### config.mk
export PLATFORM = sky130hd
export DESIGN_NAME = fetch_queue
export DESIGN_NICKNAME = d
export VERILOG_FILES = /design/src/rtl/fetch_queue.sv
export SDC_FILE = /design/constraint.sdc
export NUM_CORES = 1
export LEC_CHECK = 0
export ABC_AREA = 1
export CAP_MARGIN = 20
export CORE_MARGIN = 1.5
export CORE_UTILIZATION = 62
export DETAILED_ROUTE_END_ITERATION = 12
export HOLD_SLACK_MARGIN = 0.15
export PLACE_DENSITY = 0.86
export REMOVE_ABC_BUFFERS = 1
export SKIP_CTS_REPAIR_TIMING = 1
export SLEW_MARGIN = 20
export SYNTH_ARGS = -nofsm -noshare
export SYNTH_HDL_FRONTEND = slang
export SYNTH_SLANG_ARGS = --single-unit
### constraint.sdc
create_clock -name iClk -period 20.1 [get_ports iClk]
set_clock_uncertainty 0.1 [all_clocks]
set_input_delay 2.01 -clock iClk [delete_from_list [all_inputs] [get_ports iClk]]
set_output_delay 2.01 -clock iClk [all_outputs]
set_load 0.01 [all_outputs]
### src/rtl/fetch_queue.sv
// fetch_queue: PC generator, instruction-RAM request port and prefetch FIFO
// with a valid/ready handshake to decode.
//
// Requests are issued against a credit that counts queued entries plus
// in-flight RAM reads. The FIFO can therefore never overflow, whatever the
// RAM latency or decode back-pressure.
//
// A redirect flushes the queue and drops any returning data. Requests restart
// from the new PC on the following cycle.
//
// Optional feature, macro FETCH_MISALIGN_CHK_EN:
//   A redirect to a target that is not word-aligned halts fetch and raises
//   oMisalign. The halt holds until the next aligned redirect or reset.
//   Without the macro, the redirect target's low two bits are forced to zero
//   and oMisalign is tied low.
module fetch_queue #(
  parameter int unsigned       cXLEN       = 32,
  parameter int unsigned       cAddrW      = 10,
  parameter int unsigned       cFifoDepth  = 4,
  parameter int unsigned       cRamLatency = 1,
  parameter logic [cXLEN-1:0]  cResetPc    = '0
) (
  input  logic              iClk,
  input  logic              iRst,
  input  logic              iRedirectValid,
  input  logic [cXLEN-1:0]  iRedirectPc,
  input  logic              iInstrReady,
  output logic              oInstrValid,
  output logic [cXLEN-1:0]  oInstr,
  output logic [cXLEN-1:0]  oCurPc,
  output logic              oMemEn,
  output logic [cAddrW-1:0] oMemAddr,
  input  logic [cXLEN-1:0]  iMemData,
  output logic              oMisalign
);

  localparam int unsigned cPtrW  = $clog2(cFifoDepth);
  localparam int unsigned cCntW  = $clog2(cFifoDepth + 1);
  localparam int unsigned cCredW = $clog2(cFifoDepth + cRamLatency + 1) + 1;

  if (((cFifoDepth & (cFifoDepth - 1)) != 0) || (cFifoDepth < cRamLatency + 1) ||
      (cRamLatency < 1) || (cRamLatency > 4) || (cAddrW + 2 > cXLEN)) begin : g_cfg_err
    $error("fetch_queue: illegal cFifoDepth/cRamLatency/cAddrW combination");
  end

  // Architectural state
  logic [cXLEN-1:0]       r_fetch_pc;
  logic [cRamLatency-1:0] r_trk_vld;
  logic [cXLEN-1:0]       r_trk_pc [cRamLatency];
  logic [cXLEN-1:0]       r_fifo_data [cFifoDepth];
  logic [cXLEN-1:0]       r_fifo_pc [cFifoDepth];
  logic [cPtrW-1:0]       r_rd_ptr;
  logic [cPtrW-1:0]       r_wr_ptr;
  logic [cCntW-1:0]       r_count;

  logic [cXLEN-1:0]  w_redir_pc;
  logic              w_halt;
  logic              w_valid;
  logic              w_pop;
  logic              w_push;
  logic              w_issue;
  logic [cCredW-1:0] w_inflight;
  logic [cCredW-1:0] w_occ;

`ifdef FETCH_MISALIGN_CHK_EN
  logic r_halt;

  // Halt on a misaligned redirect target; any aligned redirect resumes fetch
  always_ff @(posedge iClk or posedge iRst) begin
    if (iRst) begin
      r_halt <= 1'b0;
    end else if (iRedirectValid) begin
      r_halt <= (iRedirectPc[1:0] != 2'b00);
    end
  end

  assign w_redir_pc = iRedirectPc;
  assign w_halt     = r_halt;
`else
  assign w_redir_pc = iRedirectPc & ~cXLEN'(3);
  assign w_halt     = 1'b0;
`endif

  assign oMisalign = w_halt;

  // Count tracker stages holding a live request
  always_comb begin
    w_inflight = '0;
    for (int i = 0; i < int'(cRamLatency); i++) begin
      w_inflight = w_inflight + cCredW'(r_trk_vld[i]);
    end
  end

  assign w_valid = (r_count != '0);
  assign w_pop   = w_valid & iInstrReady;
  assign w_push  = r_trk_vld[cRamLatency-1];
  assign w_occ   = cCredW'(r_count) + w_inflight;
  // credit = depth - occ + pop > 0; reset gating keeps oMemEn low while iRst is high
  assign w_issue = !iRst && !iRedirectValid && !w_halt &&
                   ((w_occ < cCredW'(cFifoDepth)) || w_pop);

  assign oMemEn      = w_issue;
  assign oMemAddr    = w_issue ? r_fetch_pc[cAddrW+1:2] : '0;
  assign oInstrValid = w_valid;
  assign oInstr      = w_valid ? r_fifo_data[r_rd_ptr] : '0;
  assign oCurPc      = w_valid ? r_fifo_pc[r_rd_ptr] : '0;

  // Fetch PC: redirect wins, otherwise step one word per issued request
  always_ff @(posedge iClk or posedge iRst) begin
    if (iRst) begin
      r_fetch_pc <= cResetPc;
    end else if (iRedirectValid) begin
      r_fetch_pc <= w_redir_pc;
    end else if (w_issue) begin
      r_fetch_pc <= r_fetch_pc + cXLEN'(4);
    end
  end

  // In-flight tracker: one stage per RAM latency cycle, cleared by redirect
  always_ff @(posedge iClk or posedge iRst) begin
    if (iRst) begin
      r_trk_vld <= '0;
      for (int i = 0; i < int'(cRamLatency); i++) begin
        r_trk_pc[i] <= '0;
      end
    end else begin
      r_trk_vld[0] <= w_issue;
      r_trk_pc[0]  <= r_fetch_pc;
      for (int i = 1; i < int'(cRamLatency); i++) begin
        r_trk_vld[i] <= r_trk_vld[i-1] & ~iRedirectValid;
        r_trk_pc[i]  <= r_trk_pc[i-1];
      end
    end
  end

  // Prefetch FIFO: push from the exiting tracker stage, pop on decode handshake
  always_ff @(posedge iClk or posedge iRst) begin
    if (iRst) begin
      r_rd_ptr <= '0;
      r_wr_ptr <= '0;
      r_count  <= '0;
      for (int i = 0; i < int'(cFifoDepth); i++) begin
        r_fifo_data[i] <= '0;
        r_fifo_pc[i]   <= '0;
      end
    end else if (iRedirectValid) begin
      r_rd_ptr <= '0;
      r_wr_ptr <= '0;
      r_count  <= '0;
    end else begin
      if (w_push) begin
        r_fifo_data[r_wr_ptr] <= iMemData;
        r_fifo_pc[r_wr_ptr]   <= r_trk_pc[cRamLatency-1];
        r_wr_ptr              <= r_wr_ptr + cPtrW'(1);
      end
      if (w_pop) begin
        r_rd_ptr <= r_rd_ptr + cPtrW'(1);
      end
      case ({w_push, w_pop})
        2'b10:   r_count <= r_count + cCntW'(1);
        2'b01:   r_count <= r_count - cCntW'(1);
        default: r_count <= r_count;
      endcase
    end
  end

endmodule

==> flow_summary_export.csv, run 1 <==
group,metric,value,unit
sta,tns,0,ns
logic_synthesis,synth_top_cell_area_share,0.544,
worst_setup_path,required,17.99,ns
floorplan,initial_core_util,0.637,
global_routing,use_met1,0.413,
sta,fin_ws,13.22,ns
final_layout,nets,1968,
cts,clockBufferDepth,3,
sta,rsz0062_at_grt,"no",
cts,cts_sinks,316,
global_routing,grtUsageMet2,0.479,
global_routing,grt_usage,0.293,
routing,drcViolationCount,0,
cts,clockRootBuffer,"clkbuf_16",
place,place_area,16000,µm²
floorplan,die_h,156,µm
routing,via_count,12554,
global_routing,grt_pass1_wl,58.0,mm
place,port-buffer-count,139,
cts,numCtsBuffers,31,
status,outcome,"finished clean",
final_layout,area_growth,16.1,%
routing,dr.pass1.iters,6,
place,gp_congestion,0.897,
flow_run,max_cap_viol_count,0,
logic_synthesis,seq_area_frac_synth,0.544,
min_path,hp-class,"flip-flop to flip-flop",
worst_setup_path,cp_max_fo,39,
global_routing,grt_util_met3,0.0425,
routing,wl,35.1,mm
logic_synthesis,synth_area_per_cell,7.99,µm²
logic_synthesis,syn_inst,1820,
final_layout,postLayoutCellArea,16900,µm²
final_layout,layoutNonFillerInstCount,2225,
worst_setup_path,worstSetupStartpointType,"input pin",
worst_setup_path,crit_arrival,4.77,ns
logic_synthesis,syn-cell-area,14500,µm²
power,p_per_area,108,nW/µm²
floorplan,num_rows,55,
sta,setup_violations,0,
sta,hold_viol_final,0,
logic_synthesis,ys_types,28,
final_layout,fin_util,0.739,
logic_synthesis,synthArstFlopShare,1.00,
place,hpwlAfterDp,20.0,mm
logic_synthesis,yosysTopAreaCell,"dfrtp_1",
routing,avgViaCountPerCell,5.64,
global_routing,antenna_found_initial,0,
logic_synthesis,synthTopCellsByArea,"dfrtp_1 (54%), o21ai_0 (12%), nand2_1 (10%), nor2_1 (7.6%), inv_1 (2.9%)",
logic_synthesis,synth_edf_count,0,
sta,max_clock_freq,145,MHz
place,place_ws,13.32,ns
routing,ant_nets,0,
sta,max_slew_margin,0.299,
routing,drtIter0Drc,1380,
cts,h-tree-depth,1,
worst_setup_path,cp-end-kind,"output port",
final_layout,antenna_cells,0,
sta,final.period_utilization,0.342,
cts,path_clk_slew,0.06,ns
cts,clk_latency,0.55,ns
worst_setup_path,critical_path_class,"input pin to output port",
routing,route.detailed.wl_per_inst,15.8,µm
power,p_leak,7.83,nW
power,ir_drop,93.9,µV
floorplan,core,22800,µm²
logic_synthesis,synthFlopType,"dfrtp_1",
global_routing,grt_pass1_vias,11891,
floorplan,ios,145,
place,dp_cells,2174,
final_layout,layout-drive-gt1-share,0.0455,
floorplan,dieArea,24400,µm²
global_routing,grt.overflow.total,0,
sta,final_max_slew_viol_count,0,
global_routing,busiest_layer,"met2",
global_routing,grt_max_degree,103,
logic_synthesis,ys_ff_latch,316,
logic_synthesis,ys_warn_count,0,
sta,tightest_slew,1.05,ns
cts,cts_tree,"done",
sta,fin_crit,6.88,ns
floorplan,dieWidth,156,µm
-- worst max-delay path, cell delays in order --
cell and delay (ns):
clkdlybuf4s50_1 0.39, buf_4 0.27, inv_2 0.54, nand3_1 0.15, buf_4 0.30, inv_2 0.44, clkdlybuf4s50_1 0.63
-- cell type report --
class,instances,area (µm²)
Clock buffer,46,862
Tap cell,313,392
Timing Repair Buffer,153,1500
Inverter,120,459
Sequential cell,316,7910
Clock inverter,5,50.0
Fill cell,1697,5960
Multi-Input combinational cell,1272,5710
-- cells in the final DEF (no fill, tap or decap), types with 6 or more instances in the layout --
cell type / netlist / final
clkdlybuf4s50_1: 0 / 139
dfrtp_1: 316 / 314
a21oi_1: 70 / 70
inv_1: 112 / 111
nand2_1: 396 / 396
nand3_1: 80 / 80
clkbuf_16: 0 / 31
buf_4: 8 / 13
nor2_4: 7 / 8
nand2_4: 2 / 6
o21ai_0: 344 / 344
nor2_1: 293 / 292
inv_2: 8 / 7
o21ai_1: 42 / 42
clkbuf_1: 58 / 12
o21bai_1: 7 / 7
-- per-layer routing --
layer | vias to the layer above | share of wire
li1 | 5992 | -
met1 | 6009 | 0.43
met2 | 505 | 0.48
met3 | 48 | 0.077
met4 | 0 | 0.016
met5 | - | 0
-- kinds of logic after synthesis --
logic type / count (synthesis) / synth area share
XOR/XNOR: 4 / 0.00241
AO/OA/AOI/OAI: 464 / 0.161
buffers and inverters: 234 / 0.0664
other: 1 / 0.000258
flip-flops: 316 / 0.544
AND/OR/NAND/NOR: 795 / 0.221
adder cells (fa/ha/maj): 6 / 0.00568
-- metrics by stage --
step	hold WS [ns]	power (mW)
floorplan	0.294	1.08
global placement	0.322	1.28
detailed placement	0.328	1.30
CTS	0.343	1.83
global route	0.357	1.93
finish	0.342	1.83
-- registers in the layout, indices dropped and copies added (netlist names) --
signal	flops
r_wr_ptr	2
r_fifo_pc	120
r_count	3
r_fifo_data	128
r_rd_ptr	2
r_trk_vld	1
r_fetch_pc	30
r_trk_pc	30
-- power breakdown --
part,switching [mW],total (mW),leakage [nW],internal [mW]
combinational,0.285,0.488,3.27,0.202
sequential,0.0711,0.809,4.12,0.738
clock,0.227,0.532,0.448,0.305
total,0.584,1.83,7.83,1.25
-- final timing paths --
kind / from / end / slack (ns) / depth (start not counted)
max: iRedirectValid / oMemEn / 13.22 / 7
min in group asynchronous: iRst / r_fifo_data[0]$_DFFE_PP0P_ / 1.86 / 2
min: r_fetch_pc[2]$_DFFE_PP0P_ / r_trk_pc[2]$_DFF_PP0_ / 0.34 / 0
min reg2reg: r_fetch_pc[2]$_DFFE_PP0P_ / r_trk_pc[2]$_DFF_PP0_ / 0.34 / 0
max reg2reg: r_wr_ptr[0]$_DFFE_PP0P_ / r_fifo_data[34]$_DFFE_PP0P_ / 17.76 / 5
max in group asynchronous: iRst / r_fifo_data[90]$_DFFE_PP0P_ / 15.83 / 4
-- synth_stat cells (9+ instances only) --
master,number
nand2_1,396
o21ai_0,344
dfrtp_1,316
nor2_1,293
inv_1,112
nand3_1,80
a21oi_1,70
clkbuf_1,58
buf_2,46
o21ai_1,42
nand2_2,9
No activity file was read; power rests on OpenSTA's default activity.
==> run 2: changes to the inputs <==
--- a/config.mk
+++ b/config.mk
@@ -8,10 +8,10 @@
 export ABC_AREA = 1
 export CAP_MARGIN = 20
 export CORE_MARGIN = 1.5
-export CORE_UTILIZATION = 62
+export CORE_UTILIZATION = 57
 export DETAILED_ROUTE_END_ITERATION = 12
 export HOLD_SLACK_MARGIN = 0.15
-export PLACE_DENSITY = 0.86
+export PLACE_DENSITY = 0.8
 export REMOVE_ABC_BUFFERS = 1
 export SKIP_CTS_REPAIR_TIMING = 1
 export SLEW_MARGIN = 20
==> constraint.sdc (replaced) <==
create_clock -name iClk -period 6.8 [get_ports iClk]
set_clock_uncertainty 0.1 [all_clocks]
set_input_delay 0.68 -clock iClk [delete_from_list [all_inputs] [get_ports iClk]]
set_output_delay 0.68 -clock iClk [all_outputs]
set_load 0.01 [all_outputs]
==> flow_summary_export.csv, run 2 (synthesis results as in run 1) <==
group,metric,value,unit
worst_setup_path,cp_max_fo,69,
place,gp_congestion,0.873,
cts,cts_sinks,316,
worst_setup_path,cpMaxStageDelayCell,"dfrtp_4",
floorplan,die_h,163,µm
final_layout,largest_reg_flops,128,
sta,max_clock_freq,216,MHz
sta,fin_crit,4.63,ns
power,switching_power,1.78,mW
floorplan,dieWidth,163,µm
worst_setup_path,critPathBufInv,4,
cts,path_clk_slew,0.06,ns
final_layout,layout-drive-gt1-share,0.0546,
power,p_seq_frac,0.416,
sta,max_slew_margin,0.373,
routing,route.detailed.wl_per_inst,15.5,µm
sta,fin_ws,2.17,ns
routing,drtIter0Drc,1290,
worst_setup_path,cp_num_cells,6,
power,p_per_area,335,nW/µm²
final_layout,top_register,"r_fifo_data",
worst_setup_path,r2r_cells,3,
worst_setup_path,cp-end-kind,"output port",
min_path,hp-class,"flip-flop to flip-flop",
floorplan,dieArea,26500,µm²
routing,avgViaCountPerCell,5.55,
routing,ant_nets,0,
sta,final.period_utilization,0.680,
sta,setup_violations,0,
routing,drcViolationCount,0,
cts,clockRootBuffer,"clkbuf_16",
cts,numCtsBuffers,34,
global_routing,grt.overflow.total,0,
sta,tightest_slew,0.938,ns
routing,wl,34.9,mm
floorplan,ios,145,
cts,clockBufferDepth,3,
global_routing,grt_max_degree,122,
global_routing,grt_pass1_wl,58.3,mm
worst_setup_path,r2r-start,"r_rd_ptr[0]$_DFFE_PP0P_",
cts,h-tree-depth,2,
sta,tns,0,ns
place,port-buffer-count,139,
flow_run,max_cap_viol_count,0,
final_layout,antenna_cells,0,
power,p_leak,7.99,nW
worst_setup_path,critical_path_class,"flip-flop to output port",
power,ir_drop,222,µV
routing,via_count,12493,
worst_setup_path,crit_start,"r_rd_ptr[0]$_DFFE_PP0P_",
global_routing,grt_usage,0.271,
sta,rsz0062_at_grt,"no",
final_layout,final_common_cell,"nand2_1",
sta,hold_viol_final,0,
floorplan,core,25100,µm²
final_layout,layout_common_cells,"nand2_1 (396), o21ai_0 (344), dfrtp_1 (314)",
routing,dr.pass1.iters,8,
worst_setup_path,path_delay_family,"buffers and inverters",
global_routing,antenna_found_initial,0,
power,clkPwrFrac,0.336,
floorplan,num_rows,58,
floorplan,initial_core_util,0.579,
power,pwr-share-comb,0.247,
final_layout,fillers,1999,
power,switching_share,0.308,
place,hpwlAfterDp,20.1,mm
worst_setup_path,required,6.02,ns
cts,cts_tree,"done",
place,place_ws,2.20,ns
worst_setup_path,worstSetupStartpointType,"flip-flop",
min_path,hold_start,"r_fetch_pc[2]$_DFFE_PP0P_",
worst_setup_path,cp_slowest_stage_delay,0.97,ns
sta,final_max_slew_viol_count,0,
min_path,min_path_cells,0,
power,p_int,4.00,mW
status,outcome,"finished clean",
global_routing,grt_pass1_vias,12057,
final_layout,reg_top3,"r_fifo_data: 128 flops, r_fifo_pc: 120 flops",
worst_setup_path,crit_chain,"clkinv_2 > buf_12 > buf_4 > o21ai_0 > a21oi_1 > clkdlybuf4s50_1",
cts,clk_latency,0.51,ns
final_layout,nets,1972,
final_layout,area_growth,18.4,%
power,power,5.77,mW
worst_setup_path,crit_arrival,3.85,ns
==> run 2: worst paths after layout <==
kind	to	slack, ns
worst max-delay path	oCurPc[19]	2.17
worst min-delay path	r_trk_pc[2]$_DFF_PP0_	0.34
worst max register to register	r_rd_ptr[0]$_DFFE_PP0P_	4.27
worst min register to register	r_trk_pc[2]$_DFF_PP0_	0.34
max in group asynchronous	r_fifo_pc[93]$_DFFE_PP0P_	3.69
min in group asynchronous	r_fifo_data[12]$_DFFE_PP0P_	0.63
==> run 2: cell type report <==
| cell class | count | area (µm²) | share of cell area |
|---|---|---|---|
| Clock inverter | 9 | 126 | 0.00734 |
| Inverter | 120 | 459 | 0.0267 |
| Timing Repair Buffer | 154 | 1520 | 0.0881 |
| Multi-Input combinational cell | 1272 | 5710 | 0.332 |
| Sequential cell | 316 | 7910 | 0.460 |
| Tap cell | 330 | 413 | 0.0240 |
| Clock buffer | 52 | 1080 | 0.0629 |
==> run 2: metal layers <==
metal / track usage / vias to the layer above / wire length [µm]
met2: 0.440 / 399 / 16600
met1: 0.381 / 6039 / 15700
li1: - / 6002 / -
met5: 0 / - / 0
met4: 0.0763 / 0 / 579
met3: 0.0400 / 53 / 2100
==> run 2: power groups by stage <==
stage | Combinational [mW] | Clock (mW) | Sequential, mW
3_5_place_dp | 1.42 | 0 | 2.43
2_1_floorplan | 0.822 | 0 | 2.38
6_report | 1.43 | 1.94 | 2.40
3_3_place_gp | 1.37 | 0 | 2.41
4_1_cts | 1.43 | 1.96 | 2.40
5_1_grt | 1.60 | 2.04 | 2.44
==> run 2: per-stage QoR <==
step | area (µm²) | hold slack [ns] | std cells | utilization
after floorplan | 14000 | 0.294 | 1708 | -
after global placement | 16000 | 0.324 | 2191 | 0.637
after detailed placement | 16000 | 0.325 | 2192 | 0.638
after CTS | 17200 | 0.340 | 2253 | 0.686
after global routing | 17200 | 0.354 | 2253 | 0.686
final | 17200 | 0.337 | 2253 | 0.686
==> run 3: changes to the inputs <==
==> constraint.sdc (replaced) <==
create_clock -name iClk -period 4.45 [get_ports iClk]
set_clock_uncertainty 0.1 [all_clocks]
set_input_delay 0.445 -clock iClk [delete_from_list [all_inputs] [get_ports iClk]]
set_output_delay 0.445 -clock iClk [all_outputs]
set_load 0.01 [all_outputs]
==> flow_summary_export.csv, run 3 (synthesis results as in run 1) <==
group,metric,value,unit
min_path,hp-class,"flip-flop to flip-flop",
sta,setup_violations,0,
floorplan,num_rows,58,
sta,rsz0062_at_grt,"no",
sta,hold_ws,0.333,ns
global_routing,grt_pass1_vias,11678,
floorplan,die_h,163,µm
final_layout,postLayoutCellArea,17200,µm²
final_layout,fillers,2031,
global_routing,antenna_found_initial,0,
global_routing,grt_max_degree,166,
final_layout,layoutNonFillerInstCount,2260,
final_layout,fin_util,0.686,
worst_setup_path,critical_path_class,"flip-flop to output port",
worst_setup_path,required,3.90,ns
cts,h-tree-depth,2,
routing,avgViaCountPerCell,5.46,
global_routing,grt_pass1_wl,57.7,mm
final_layout,layout_common_cells,"nand2_1 (396), o21ai_0 (344), dfrtp_1 (314)",
routing,wl,34.7,mm
power,p_per_area,503,nW/µm²
floorplan,dieArea,26500,µm²
worst_setup_path,worstSetupStartpointType,"flip-flop",
place,dp_cells,2198,
cts,cts_tree,"done",
status,outcome,"finished clean",
sta,max_clock_freq,264,MHz
sta,fin_crit,3.78,ns
worst_setup_path,cp_max_fo,53,
place,place_area,16100,µm²
sta,hold_viol_final,0,
worst_setup_path,cp-end-kind,"output port",
cts,cts_sinks,316,
final_layout,nets,1979,
final_layout,top_register,"r_fifo_data",
sta,final_max_slew_viol_count,0,
floorplan,ios,145,
cts,clk_latency,0.50,ns
routing,route.detailed.wl_per_inst,15.3,µm
worst_setup_path,crit_arrival,3.24,ns
sta,fin_ws,0.667,ns
global_routing,grt.overflow.total,0,
sta,final.period_utilization,0.850,
routing,via_count,12344,
place,place_ws,1.25,ns
routing,drtIter0Drc,1151,
flow_run,max_cap_viol_count,0,
sta,tns,0,ns
routing,ant_nets,0,
routing,drcViolationCount,0,
cts,clockRootBuffer,"clkbuf_16",
cts,clockBufferDepth,3,
final_layout,layout-drive-gt1-share,0.0580,
power,power,8.65,mW
final_layout,largest_reg_flops,128,
place,gp_congestion,0.883,
cts,path_clk_slew,0.06,ns
sta,max_slew_margin,0.303,
final_layout,antenna_cells,0,
power,p_leak,8.00,nW
floorplan,initial_core_util,0.579,
cts,numCtsBuffers,35,
floorplan,dieWidth,163,µm
place,hpwlAfterDp,20.3,mm
global_routing,grt_usage,0.267,
place,port-buffer-count,139,
floorplan,core,25100,µm²
routing,dr.pass1.iters,6,
final_layout,reg_top3,"r_fifo_data: 128 flops, r_fifo_pc: 120 flops",
final_layout,area_growth,18.3,%
final_layout,final_common_cell,"nand2_1",
power,ir_drop,302,µV
sta,tightest_slew,1.04,ns
==> run 3: cell types whose count changed in the layout (fill, tap and decap cells not counted), sizes merged <==
cell      delta
clkinvlp     +1
bufinv       -3
clkbuf       -2
clkinv       +3
buf          +6
inv          +2
==> run 3: critical path, cell delays in order, from the launching register on <==
cell             delay (ns)
dfrtp_4                0.69
clkinv_2               0.70
buf_12                 0.44
o21ai_0                0.21
a21oi_1                0.10
clkdlybuf4s50_1        0.57
==> run 3: power breakdown <==
group	internal [mW]	total, mW	switching, mW
clock	1.66	2.79	1.13
sequential	3.33	3.65	0.312
combinational	0.932	2.21	1.28
==> run 3: final cells by class <==
type                            instances  area (µm²)  share of cell area
Clock buffer                           50        1050              0.0613
Clock inverter                         12        78.8             0.00458
Inverter                              120         459              0.0267
Multi-Input combinational cell       1272        5710               0.332
Sequential cell                       316        7910               0.460
Tap cell                              330         413              0.0240
Timing Repair Buffer                  160        1590              0.0922
==> run 3: layer usage <==
| layer | global-route usage | routed length (µm) |
|---|---|---|
| met1 | 0.383 | 15800 |
| met4 | 0.0680 | 568 |
| met5 | 0 | 0 |
| met2 | 0.428 | 16300 |
| met3 | 0.0423 | 1970 |
==> run 3: worst paths after layout <==
| check | from | endpoint | slack [ns] | cells past startpoint |
|---|---|---|---|---|
| max in group asynchronous | iRst | r_rd_ptr[0]$_DFFE_PP0P_ | 2.02 | 4 |
| worst max-delay path | r_rd_ptr[0]$_DFFE_PP0P_ | oCurPc[21] | 0.67 | 5 |
| worst min-delay path | r_fetch_pc[6]$_DFFE_PP0P_ | r_trk_pc[6]$_DFF_PP0_ | 0.33 | 0 |
| worst min register to register | r_fetch_pc[6]$_DFFE_PP0P_ | r_trk_pc[6]$_DFF_PP0_ | 0.33 | 0 |
| min in group asynchronous | iRst | r_fifo_data[15]$_DFFE_PP0P_ | 0.54 | 3 |
| worst max register to register | r_wr_ptr[0]$_DFFE_PP0P_ | r_fifo_pc[114]$_DFFE_PP0P_ | 2.28 | 6 |
==> patch 1, RTL diff (settings of run 3) <==
Add a define of `FETCH_MISALIGN_CHK_EN`.
--- a/src/rtl/fetch_queue.sv
+++ b/src/rtl/fetch_queue.sv
@@ -13,6 +13,8 @@
 //   oMisalign. The halt holds until the next aligned redirect or reset.
 //   Without the macro, the redirect target's low two bits are forced to zero
 //   and oMisalign is tied low.
+`define FETCH_MISALIGN_CHK_EN
+
 module fetch_queue #(
   parameter int unsigned       cXLEN       = 32,
   parameter int unsigned       cAddrW      = 10,
Behaviour: not the same (a bounded check fails within 4 cycles, from zero or initial values and one cycle with iRst high).
==> patch 1 against run 3 <==
Power fell by 12%. Sequential cell count grew 13. Hold slack worse by 0.035 ns. Synthesized area rose by 3.4%. Wire length is 7.8% higher. Sequential share of layout area grew 0.36 points. Cell area rose by 3.3%. Critical path type unchanged. Register-to-register slack lost 0.25 ns. Worst setup slack worse by 0.18 ns.
==> patch 1: results (changes against run 3) <==
Status -> complete, no violations
GR Util All Layers -> 0.281 (+0.0139)
Critical Path AT -> 3.42 ns (+0.18 ns)
Slack of the worst reg-to-reg path -> 2.03 ns (-0.25 ns)
End point of the critical path -> oInstr[8]
CTS Buffer Depth -> 3 (unchanged)
Largest net degree at the start of global routing -> 148 (-11%)
Port Buffers -> 144 (+3.6%)
Number of global-route vias before repair -> 12.4k (+6.1%)
Number of max-cap violations -> 0 (unchanged)
Post-DP HPWL -> 23,000 um (+13%)
DRT iter0 DRCs -> 1,393 (+21%)
Final net count -> 2,037 (+2.9%)
Compound-Gate Fraction of Synth Area -> 0.160 (-0.000802)
Adder-cell share of the synthesized area -> 0.00549 (-0.000187)
Slew HR -> 0.422 (+0.119)
Area post-placement -> 16,700 um^2 (+3.7%)
Synth area leaders -> dfrtp_1 55%, o21ai_0 13%, nand2_1 11%
Fillcell total -> 2,028 (-0.15%)
Routability cong. -> 0.878 (-0.59%)
Commonest cells in the netlist -> 422 x nand2_1, 389 x o21ai_0, 329 x dfrtp_1
Synth unique cells -> 31 (+11%)
Switch Pwr -> 2.15 mW (-21%)
P_leak -> 8.14 nW (+1.9%)
CP max FO -> 62 (+17%)
Per-cell routed wire length -> 16.1 um (+5.1%)
Synth Area in XOR/XNOR -> 0.00175 (-0.000661)
Global-route wire length before repair -> 61,600 um (+6.8%)
Layout cells sized above 1 -> 0.0545 (-0.00357)
Register area share after synthesis -> 0.547 (+0.00377)
Biggest regs -> r_fifo_data: 128 flops, r_fifo_pc: 128 flops
Worst skew pair latency -> 0.51 ns
Worst r2r dst -> r_rd_ptr[0]$_DFFE_PP0P_
R2R depth -> 3 (-3)
[patch 1: cell count changes in the layout (fill, tap and decap cells not counted), sizes merged, moves of 2 or more]
cell,delta
o21ai,+6
clkbuf,-3
nand2,+22
buf,+6
conb,-3
clkdlybuf4s50,+5
nor2,+7
dfrtp,+13
bufinv,+2
a21oi,-3
inv,-4
o211ai,+6
[patch 1: worst max-delay path: stages, from the launching register on]
cell,delay (ns)
dfrtp_4,0.76
clkinv_2,0.77
buf_4,0.50
o21ai_0,0.24
a21oi_1,0.12
clkdlybuf4s50_1,0.49
[patch 1: power groups by stage]
stage	logic, mW	registers (mW)	clock network (mW)
after floorplan	0.801	3.53	0
after global placement	1.25	3.56	0
after detailed placement	1.29	3.57	0
after CTS	1.30	3.52	2.86
after global routing	1.48	3.56	2.99
final	1.29	3.53	2.83
[patch 1: logic make-up (layout without fill, tap and decap cells)]
family	after synthesis	count (layout)
AOI/OAI and AO/OA	474	474
xor gates and xnor gates	3	3
adders and majority gates	6	6
buffers and inverters	237	348
DFF	329	329
and+or+nand+nor	823	823
[patch 1: area by class of cell]
class / instances / share of cell area
Clock inverter: 10 / 0.00612
Inverter: 120 / 0.0262
Sequential cell: 329 / 0.463
Clock buffer: 47 / 0.0559
Multi-Input combinational cell: 1306 / 0.330
Tap cell: 335 / 0.0236
Timing Repair Buffer: 171 / 0.0953
[patch 1: how the worst min path moves through the flow]
stage                               from               endpoint  slack [ns]  cells after the start
2_1_floorplan  r_fetch_pc[0]$_DFFE_PP0P_  r_trk_pc[0]$_DFF_PP0_        0.25                      0
3_3_place_gp   r_fetch_pc[0]$_DFFE_PP0P_  r_trk_pc[0]$_DFF_PP0_        0.26                      0
3_5_place_dp   r_fetch_pc[1]$_DFFE_PP0P_  r_trk_pc[1]$_DFF_PP0_        0.27                      0
4_1_cts        r_fetch_pc[0]$_DFFE_PP0P_  r_trk_pc[0]$_DFF_PP0_        0.29                      0
5_1_grt        r_fetch_pc[0]$_DFFE_PP0P_  r_trk_pc[0]$_DFF_PP0_        0.31                      0
6_report       r_fetch_pc[0]$_DFFE_PP0P_  r_trk_pc[0]$_DFF_PP0_        0.30                      0
[patch 1: through the flow]
stage	hold WS, ns	std cells	utilization	setup slack (ns)
2_1_floorplan	0.254	1755	-	-5.21
3_3_place_gp	0.261	2261	0.642	1.22
3_5_place_dp	0.270	2261	0.642	1.11
4_1_cts	0.292	2318	0.684	0.511
5_1_grt	0.311	2318	0.684	0.329
6_report	0.299	2318	0.684	0.485
[patch 1: routing by layer]
| layer | vias up | wire length (um) | track usage |
|---|---|---|---|
| met2 | 488 | 18000 | 0.466 |
| met4 | 0 | 1040 | 0.0958 |
| li1 | 6196 | - | - |
| met5 | - | 0 | 0 |
| met1 | 6231 | 15900 | 0.382 |
| met3 | 83 | 2460 | 0.0387 |
==> patch 2, RTL diff (settings of run 3) <==
Made on the original files. `cRamLatency`: 1 -> 2.
--- a/src/rtl/fetch_queue.sv
+++ b/src/rtl/fetch_queue.sv
@@ -17,7 +17,7 @@
   parameter int unsigned       cXLEN       = 32,
   parameter int unsigned       cAddrW      = 10,
   parameter int unsigned       cFifoDepth  = 4,
-  parameter int unsigned       cRamLatency = 1,
+  parameter int unsigned       cRamLatency = 2,
   parameter logic [cXLEN-1:0]  cResetPc    = '0
 ) (
   input  logic              iClk,
Check against the original RTL: not equivalent (a bounded check fails within 4 cycles, from zero or initial values and one cycle with iRst high).
==> patch 2 against run 3 <==
Sequential share of layout area up 1.6 points. Wire length up 4.7%. Cell area up 6.2%. Register-to-register slack got worse by 0.08 ns. Via count is 3.8% higher. Non-clock buffer count shrank 2. Die area is 7.7% higher. Critical path depth is the same. Utilization decreased by 0.74 points. Power rose by 18%. Sequential cell count rose by 31. Synthesized area rose by 7.9%. Worst setup slack worse by 0.39 ns. Final cell count grew 2.5%.
==> patch 2: results (changes against run 3) <==
Slack of the worst reg-to-reg path -> 2.20 ns (-0.08 ns)
Final net count -> 2,025 (+2.3%)
Commonest cells in the netlist -> 403 x nand2_1, 347 x dfrtp_1, 292 x nor2_1
Number of global-route vias before repair -> 12.3k (+5.3%)
Reg2reg start -> r_rd_ptr[0]$_DFFE_PP0P_
Adder-cell share of the synthesized area -> 0.00606 (+0.000383)
Status -> complete, no violations
Worst skew pair latency -> 0.52 ns (+0.02 ns)
Placed cell count -> 2,252 (+2.5%)
DR pass1 iterations -> 9 (+3)
Biggest regs -> r_fifo_data: 128 flops, r_fifo_pc: 120 flops, r_trk_pc: 60 flops
Hold Crit Endpoint -> r_trk_pc[23]$_DFF_PP0_
Register area share after synthesis -> 0.553 (+0.00978)
P_leak -> 8.47 nW (+5.9%)
Synth unique cells -> 34 (+21%)
Synth Area in XOR/XNOR -> 0.00335 (+0.000941)
Compound-Gate Fraction of Synth Area -> 0.151 (-0.0105)
Initial antenna violation count -> 0 (unchanged)
Vias per std cell -> 5.53 (+1.3%)
Layout cells sized above 1 -> 0.0653 (+0.00729)
H-Tree Depth -> 2 (unchanged)
Worst hold margin -> 0.244 ns (-0.0897 ns)
Worst IR drop on VDD -> 278 uV (-7.9%)
Hold Crit Depth -> 0 (unchanged)
DRT iter0 DRCs -> 1,219 (+5.9%)
Post-DP HPWL -> 21,100 um (+3.7%)
Synthesized area per cell -> 8.41 um^2 (+5.3%)
CP peak stage delay -> 0.84 ns (+0.14 ns)
Wirelength, routed -> 36,300 um (+4.7%)
CTS buffer count -> 37 (+5.7%)
Synth area leaders -> dfrtp_1 55%, nand2_1 9.6%, o21ai_1 7.7%
Critical Path AT -> 3.63 ns (+0.39 ns)
Largest net degree at the start of global routing -> 136 (-18%)
Worst min path class -> reg -> reg
GR Util All Layers -> 0.262 (-0.00566)
CP max FO -> 107 (+100%)
Slew HR -> 0.289 (-0.0143)
Final std cells w/o fill -> 2,316 (+2.5%)
Hold Startpoint -> r_trk_pc[55]$_DFF_PP0_
Worst r2r dst -> r_rd_ptr[0]$_DFFE_PP0P_
Critical-path top delay cell -> buf_4
R2R depth -> 3 (-3)
Global-route wire length before repair -> 60,900 um (+5.5%)
Routability cong. -> 0.917 (+3.8%)
[patch 2: changes by cell type after synthesis, moves of 3 or more]
cell	change
a21oi_1	-6
nand2_1	+7
nand3_1	-3
o21ai_0	-205
buf_1	+4
nand2_4	+5
dfrtp_1	+31
buf_2	-21
o21ai_2	+8
inv_1	+5
buf_6	+33
o21ai_1	+198
clkbuf_1	-14
[patch 2: cell type report]
cell class                      count  area, um^2
Clock buffer                       51        1110
Clock inverter                     13         169
Fill cell                        2134        8670
Inverter                          124         477
Multi-Input combinational cell   1282        5830
Sequential cell                   347        8690
Tap cell                          341         427
Timing Repair Buffer              158        1570
[patch 2: how the worst max path moves through the flow]
| stage | startpoint | to | slack (ns) | depth (start not counted) |
|---|---|---|---|---|
| 3_5_place_dp | r_rd_ptr[0]$_DFFE_PP0P_ | oCurPc[11] | 0.92 | 5 |
| 4_1_cts | r_rd_ptr[0]$_DFFE_PP0P_ | oCurPc[13] | 0.32 | 5 |
| 6_report | r_rd_ptr[0]$_DFFE_PP0P_ | oCurPc[13] | 0.28 | 5 |
| 2_1_floorplan | iRst | r_count[0]$_DFFE_PP0P_ | -5.72 | 1 |
| 5_1_grt | r_rd_ptr[0]$_DFFE_PP0P_ | oCurPc[13] | 0.11 | 5 |
| 3_3_place_gp | r_rd_ptr[0]$_DFFE_PP0P_ | oCurPc[16] | 0.95 | 5 |
[patch 2: worst max-delay path, delay by kind of cell, from the launching register on]
kind / cells / cell delay [ns]
compound gates: 2 / 0.55
buf+inv: 3 / 1.79
flops: 1 / 0.70
[patch 2: kinds of logic after synthesis]
group,count (synthesis)
buf+inv,238
flops,347
simple gates,805
fa+ha+maj,7
compound gates,461
xor+xnor,6
other cells,1
[patch 2: report_power, final]
group	internal [mW]	switching [mW]
clock network	1.97	1.20
registers	3.71	0.398
logic	1.23	1.65
total	6.91	3.26
[patch 2: metrics by stage]
stage | cell area (um^2) | power [mW] | setup WS [ns] | TNS (ns)
floorplan | 15000 | 5.75 | -5.72 | -1983.72
global placement | 17000 | 6.92 | 0.955 | 0
detailed placement | 17000 | 7.01 | 0.923 | 0
CTS | 18300 | 10.2 | 0.324 | 0
global route | 18300 | 10.8 | 0.107 | 0
finish | 18300 | 10.2 | 0.276 | 0
[patch 2: routing by layer]
layer,wire [um],up-vias,track usage
met3,2470,67,0.0379
li1,-,6174,-
met5,0,-,0
met4,869,0,0.0901
met2,17000,493,0.422
met1,15900,6083,0.366
